<file path="config.mk">
export PLATFORM = sky130hd
export DESIGN_NAME = decode_ibuffer
export DESIGN_NICKNAME = d
export VERILOG_FILES = /design/src/rtl/decode_ibuffer.sv
export SDC_FILE = /design/constraint.sdc
export NUM_CORES = 1
export LEC_CHECK = 0
export CAP_MARGIN = 10
export CORE_UTILIZATION = 50
export CTS_BUF_LIST = sky130_fd_sc_hd__clkbuf_4
export DETAILED_ROUTE_END_ITERATION = 8
export DONT_BUFFER_PORTS = 1
export PLACE_DENSITY_LB_ADDON = 0.1
export SLEW_MARGIN = 40
export SYNTH_ARGS = -nofsm -noshare
export SYNTH_HDL_FRONTEND = slang
export SYNTH_SLANG_ARGS = --single-unit
</file>
<file path="constraint.sdc">
create_clock -name clk_i -period 4.2 [get_ports clk_i]
set_clock_uncertainty 0.1 [all_clocks]
set_input_delay 0.84 -clock clk_i [delete_from_list [all_inputs] [get_ports clk_i]]
set_output_delay 0.84 -clock clk_i [all_outputs]
set_load 0.02 [all_outputs]
</file>
<file path="src/rtl/decode_ibuffer.sv">
// decode_ibuffer: in-order instruction buffer between fetch and decode with credit-based fetch requests and branch flush
module decode_ibuffer #(
   parameter int DEPTH            = 4,
   parameter int INSTR_W          = 32,
   parameter int FETCH_STATE_BITS = 2
) (
   input  logic                        clk_i,
   input  logic                        rstn_i,
   input  logic [INSTR_W:0]            fetch_info_i,
   output logic [FETCH_STATE_BITS-1:0] fetch_req_o,
   input  logic                        flush_i,
   output logic                        dec_valid_o,
   output logic [INSTR_W-1:0]          dec_instr_o,
   input  logic                        dec_ready_i,
   output logic [$clog2(DEPTH):0]      occupancy_o,
   output logic                        protocol_err_o
);
   localparam int AW = $clog2(DEPTH);
   localparam int CW = AW + 1;
   localparam logic [1:0] S_IDLE  = 2'd0;
   localparam logic [1:0] S_RUN   = 2'd1;
   localparam logic [1:0] S_FLUSH = 2'd2;
   localparam logic [FETCH_STATE_BITS-1:0] F_NOPE = FETCH_STATE_BITS'(0);
   localparam logic [FETCH_STATE_BITS-1:0] F_KEEP = FETCH_STATE_BITS'(1);
   localparam logic [FETCH_STATE_BITS-1:0] F_NEXT = FETCH_STATE_BITS'(2);

   logic [INSTR_W-1:0] r_mem [DEPTH];
   logic [1:0]         r_state;
   logic [AW-1:0]      r_wr_ptr, r_rd_ptr;
   logic [CW-1:0]      r_count;
   logic               r_pending_q, r_protocol_err;
   logic [1:0]         w_state_nxt;
   logic [CW-1:0]      w_level;
   logic               w_in_valid, w_run, w_push, w_pop, w_err;

   assign w_in_valid  = fetch_info_i[INSTR_W];
   assign w_run       = r_state == S_RUN;
   // in-flight words count against capacity so a push never finds the FIFO full
   assign w_level     = r_count + CW'(r_pending_q);
   assign fetch_req_o = (w_run && !flush_i) ? ((w_level < CW'(DEPTH)) ? F_NEXT : F_KEEP) : F_NOPE;
   assign w_push      = w_in_valid && r_pending_q && w_run && !flush_i;
   assign w_err       = w_in_valid && !r_pending_q && r_state != S_FLUSH && !flush_i;
   assign dec_valid_o = r_count != '0 && w_run && !flush_i;
   assign w_pop       = dec_valid_o && dec_ready_i;
   assign dec_instr_o = r_mem[r_rd_ptr];
   assign occupancy_o = r_count;
   assign protocol_err_o = r_protocol_err;
   assign w_state_nxt = (r_state == S_IDLE) ? S_RUN : (flush_i ? S_FLUSH : S_RUN);

   always_ff @(posedge clk_i or negedge rstn_i) begin
      if (!rstn_i) begin
         r_state        <= S_IDLE;
         r_wr_ptr       <= '0;
         r_rd_ptr       <= '0;
         r_count        <= '0;
         r_pending_q    <= 1'b0;
         r_protocol_err <= 1'b0;
      end else begin
         r_state        <= w_state_nxt;
         r_pending_q    <= fetch_req_o == F_NEXT;
         r_protocol_err <= r_protocol_err || w_err;
         if (flush_i) begin
            r_wr_ptr <= '0;
            r_rd_ptr <= '0;
            r_count  <= '0;
         end else begin
            r_wr_ptr <= r_wr_ptr + AW'(w_push);
            r_rd_ptr <= r_rd_ptr + AW'(w_pop);
            r_count  <= r_count + CW'(w_push) - CW'(w_pop);
         end
      end
   end

   always_ff @(posedge clk_i)
      if (w_push) r_mem[r_wr_ptr] <= fetch_info_i[INSTR_W-1:0];
endmodule
</file>
==> impl_results.rst <==
.. list-table::
   :header-rows: 1

   * - Metric
     - Value
   * - Sequential cell area fraction in the yosys report
     - 79.31%
   * - Crit path max-delay family
     - multiplexers
   * - Syn nets
     - 262
   * - Ratio of cells with drive above 1 in the final layout
     - 32.02%
   * - Std cell rows
     - 36
   * - Final-report hold violation count
     - 0
   * - Setup violations, final
     - 0
   * - Power share of the sequential group
     - 60.1%
   * - Most used cells in the layout excluding fill and tap cells
     - 128 x edfxtp_1, 32 x mux4_2, 19 x clkbuf_4
   * - Dpl hpwl
     - 5398 um
   * - Clock transition time at the flip-flop clock pins of the worst setup and hold paths
     - 0.12 ns
   * - Setup repair after global routing missed its margin
     - no
   * - Top_reg_cell synth
     - edfxtp_1
   * - Total of cells resized after clock tree synthesis
     - 0
   * - IR drop worst, VDD
     - 216.2 uV
   * - Critical path required time
     - 3.26 ns
   * - Critical path type
     - flip-flop to primary output
   * - Area delta synth->final
     - 10.50%
   * - Max Cap Viol
     - 0
   * - Number of distinct library cells after synthesis
     - 27
   * - Post-synthesis cell type with the largest combined area
     - edfxtp_1
   * - Sequential cell area
     - 4124 um^2
   * - Post-route design area
     - 5739 um^2
   * - Number of antenna violations at the first check in global routing
     - 0
   * - Cell Chain, Critical Path
     - buf_4 -> mux4_2
   * - Cell internal pwr
     - 2.069 mW
   * - Placed Cells
     - 353
   * - Multi-input gate area in the final layout
     - 1001 um^2
   * - Peak clock frequency supported by timing
     - 0.3085 GHz
   * - Total Power
     - 2.530 mW
   * - Starting density of the core
     - 52.41%
   * - Vertical die dimension
     - 103.9 um
   * - Post-Syn Instances
     - 220
   * - Fraction of power consumed by combinational cells
     - 1.1%
   * - Via count of the first global-routing pass
     - 2417
   * - Hold_sp
     - flush_i
   * - Avg Inst Size Synth
     - 23.61 um^2
   * - Core region area
     - 9910 um^2
   * - Weighted congestion at the end of routability-driven global placement
     - 0.7608
   * - CTS Buf Count
     - 17
   * - Remaining routing DRC violations
     - 0
   * - Boundary Pins
     - 76
   * - Min Tclk post-route
     - 3.242 ns
   * - Share of total power in the clock network
     - 38.8%
   * - Dpl cell area
     - 5386 um^2
   * - Clock tree sinks
     - 139
   * - Capture point of the worst reg-to-reg path
     - occupancy_o[2]$_DFF_PN0_
   * - Per-cell via count in the routed design
     - 5.549
   * - Worst reg-to-reg setup slack
     - 1.27 ns
   * - Crit path largest cell delay
     - 0.66 ns
   * - Most area-consuming cells after synthesis
     - edfxtp_1 74%, mux4_2 14%, dfrtp_1 5.3%
   * - Number of nets with antenna violations after routing
     - 0
   * - Pin count of the biggest net entering global routing
     - 34
   * - Worst Hold Slack
     - 0.2789 ns
   * - Worst min-delay path category
     - input port to flip-flop
   * - Worst-skew pair later-pin latency
     - 0.50 ns
   * - Number of vias after detailed routing
     - 2142
   * - H-tree depth reported by CTS
     - 4
   * - Switching pwr
     - 461.5 uW
   * - Fraction of synthesized cell area taken by the top area cell type
     - 74.01%
   * - Wire length of the first global-routing pass
     - 13120 um
   * - Clock tree root buffer cell
     - clkbuf_4
   * - Endpoint, Worst Hold
     - r_rd_ptr[1]$_DFF_PN0_
   * - Die W
     - 103.9 um
   * - Fin crit share
     - 77.18%
   * - Worst flop-to-flop path startpoint
     - r_state[1]$_DFF_PN0_
   * - First-pass iteration count of the detailed router
     - 4
   * - Maximum buffer depth of the clock tree
     - 2
   * - Final total negative setup slack
     - 0 ns
   * - Synthesized cell area
     - 5194 um^2
   * - Leak
     - 1.831 nW
   * - Number of inserted diodes
     - 0
   * - Switching part of the total power
     - 18.24%
   * - Crit. End Element
     - primary output
   * - Global-route total usage across every layer
     - 17.09%
   * - CP Buf/Inv Count
     - 1
   * - Asr flop ratio synth
     - 7.914%
   * - Most common cell after layout, fill and taps aside
     - edfxtp_1
   * - Data arrival time of the critical path
     - 2.30 ns
   * - DIE AREA
     - 10800 um^2
   * - Count of non-filler cells in the finished layout
     - 386
   * - Nets
     - 282
   * - Number of buffers inserted by post-CTS setup repair
     - 0
   * - Number of synthesized register bits
     - 139
   * - Overflow left after global routing
     - 0
   * - Power density cells
     - 440.9 nW/um^2
   * - Worst Max-Slew Pin Slew
     - 0.5086 ns
   * - Post-CTS Hold Buffers
     - 1
   * - Number of flops mapped to enable cells by yosys
     - 128
   * - Worst reg2reg path depth
     - 11
   * - Largest fanout on the critical path
     - 22
   * - Wire length per cell after detailed routing
     - 21.83 um
   * - Total Routed Length
     - 8426 um
   * - Quantity of I/O buffers inserted on ports
     - 0
   * - Worst max-slew margin expressed relative to the limit
     - 65.98%
   * - Slowest stage cell, crit path
     - mux4_2
   * - Startpoint Class
     - flip-flop
   * - Slew Limit Fails
     - 0
   * - Status
     - finished clean
   * - Hold depth
     - 1
   * - Iteration-0 DRC count of the detailed router
     - 62
   * - TritonCTS clock tree
     - done
   * - Number of warnings reported in the yosys synthesis log
     - 0
   * - Count of filler cells inserted in the layout
     - 737
flip-flops by register name, indices dropped and copies added (netlist names):
| signal | cells |
|---|---|
| r_state | 2 |
| r_mem | 128 |
| r_pending_q | 1 |
| occupancy_o | 3 |
| r_rd_ptr | 2 |
| r_wr_ptr | 2 |
| protocol_err_o | 1 |
cells in the mapped netlist (all sizes together), types with 2 or more instances:
cell type  instances
mux4              32
ha                 4
nor2b              4
nor2               7
buf                8
nor3               3
and2               2
dfrtp             11
inv                5
xnor2              2
xor2               2
edfxtp           128
nor3b              2
metal layers:
metal  GRT usage (%)  part of all wire, %  vias to the layer above
met4           7.755                  1.5                        0
met1           18.54                   38                     1119
met2           29.43                   54                       69
met3           6.830                  6.5                       10
li1                -                    -                      944
met5               0                    0                        -
final cells by class:
cell class / count / share of cell area, %
Sequential cell: 139 / 71.86
Multi-Input combinational cell: 67 / 17.44
Clock inverter: 13 / 3.445
Tap cell: 133 / 2.900
Clock buffer: 19 / 2.485
Timing Repair Buffer: 10 / 1.548
Inverter: 5 / 0.3270
power by group through the flow:
stage | registers, mW | clock network (mW) | logic [mW]
final | 1.52 | 0.982 | 0.0277
after global routing | 1.52 | 1.06 | 0.0302
after CTS | 1.52 | 1.00 | 0.0282
after detailed placement | 1.55 | 0 | 0.0255
after global placement | 1.55 | 0 | 0.0240
after floorplan | 1.55 | 0 | 0.0236
per-stage QoR:
step           worst slack [ns]  utilization (%)
6_report                 0.9585            57.92
5_1_grt                  0.7239            57.92
4_1_cts                  0.8540            57.89
3_5_place_dp             0.8761            54.36
3_3_place_gp              1.116            54.09
2_1_floorplan          -0.09054                -
how the worst max path moves through the flow:
stage                           from                        to  slack (ns)  depth (start not counted)
6_report       r_rd_ptr[0]$_DFF_PN0_            dec_instr_o[0]        0.96                          2
5_1_grt        r_rd_ptr[0]$_DFF_PN0_           dec_instr_o[11]        0.72                          2
4_1_cts        r_rd_ptr[0]$_DFF_PN0_            dec_instr_o[0]        0.85                          2
3_5_place_dp                 flush_i  occupancy_o[2]$_DFF_PN0_        0.88                         11
3_3_place_gp                 flush_i  occupancy_o[2]$_DFF_PN0_        1.12                         11
2_1_floorplan                flush_i     r_mem[2][0]$_DFFE_PP_       -0.09                          4
logic make-up (layout without fill, tap and decap cells):
kind of cell / after synthesis / in the layout / share of synthesized area (%)
xor+xnor: 4 / 4 / 0.6747
mux: 32 / 32 / 13.88
simple gates: 23 / 23 / 2.553
compound gates: 3 / 3 / 0.3855
fa+ha+maj: 5 / 5 / 1.349
flops: 139 / 139 / 79.31
buf+inv: 14 / 47 / 1.855
Note: power is estimated with default switching activity, not from simulation.
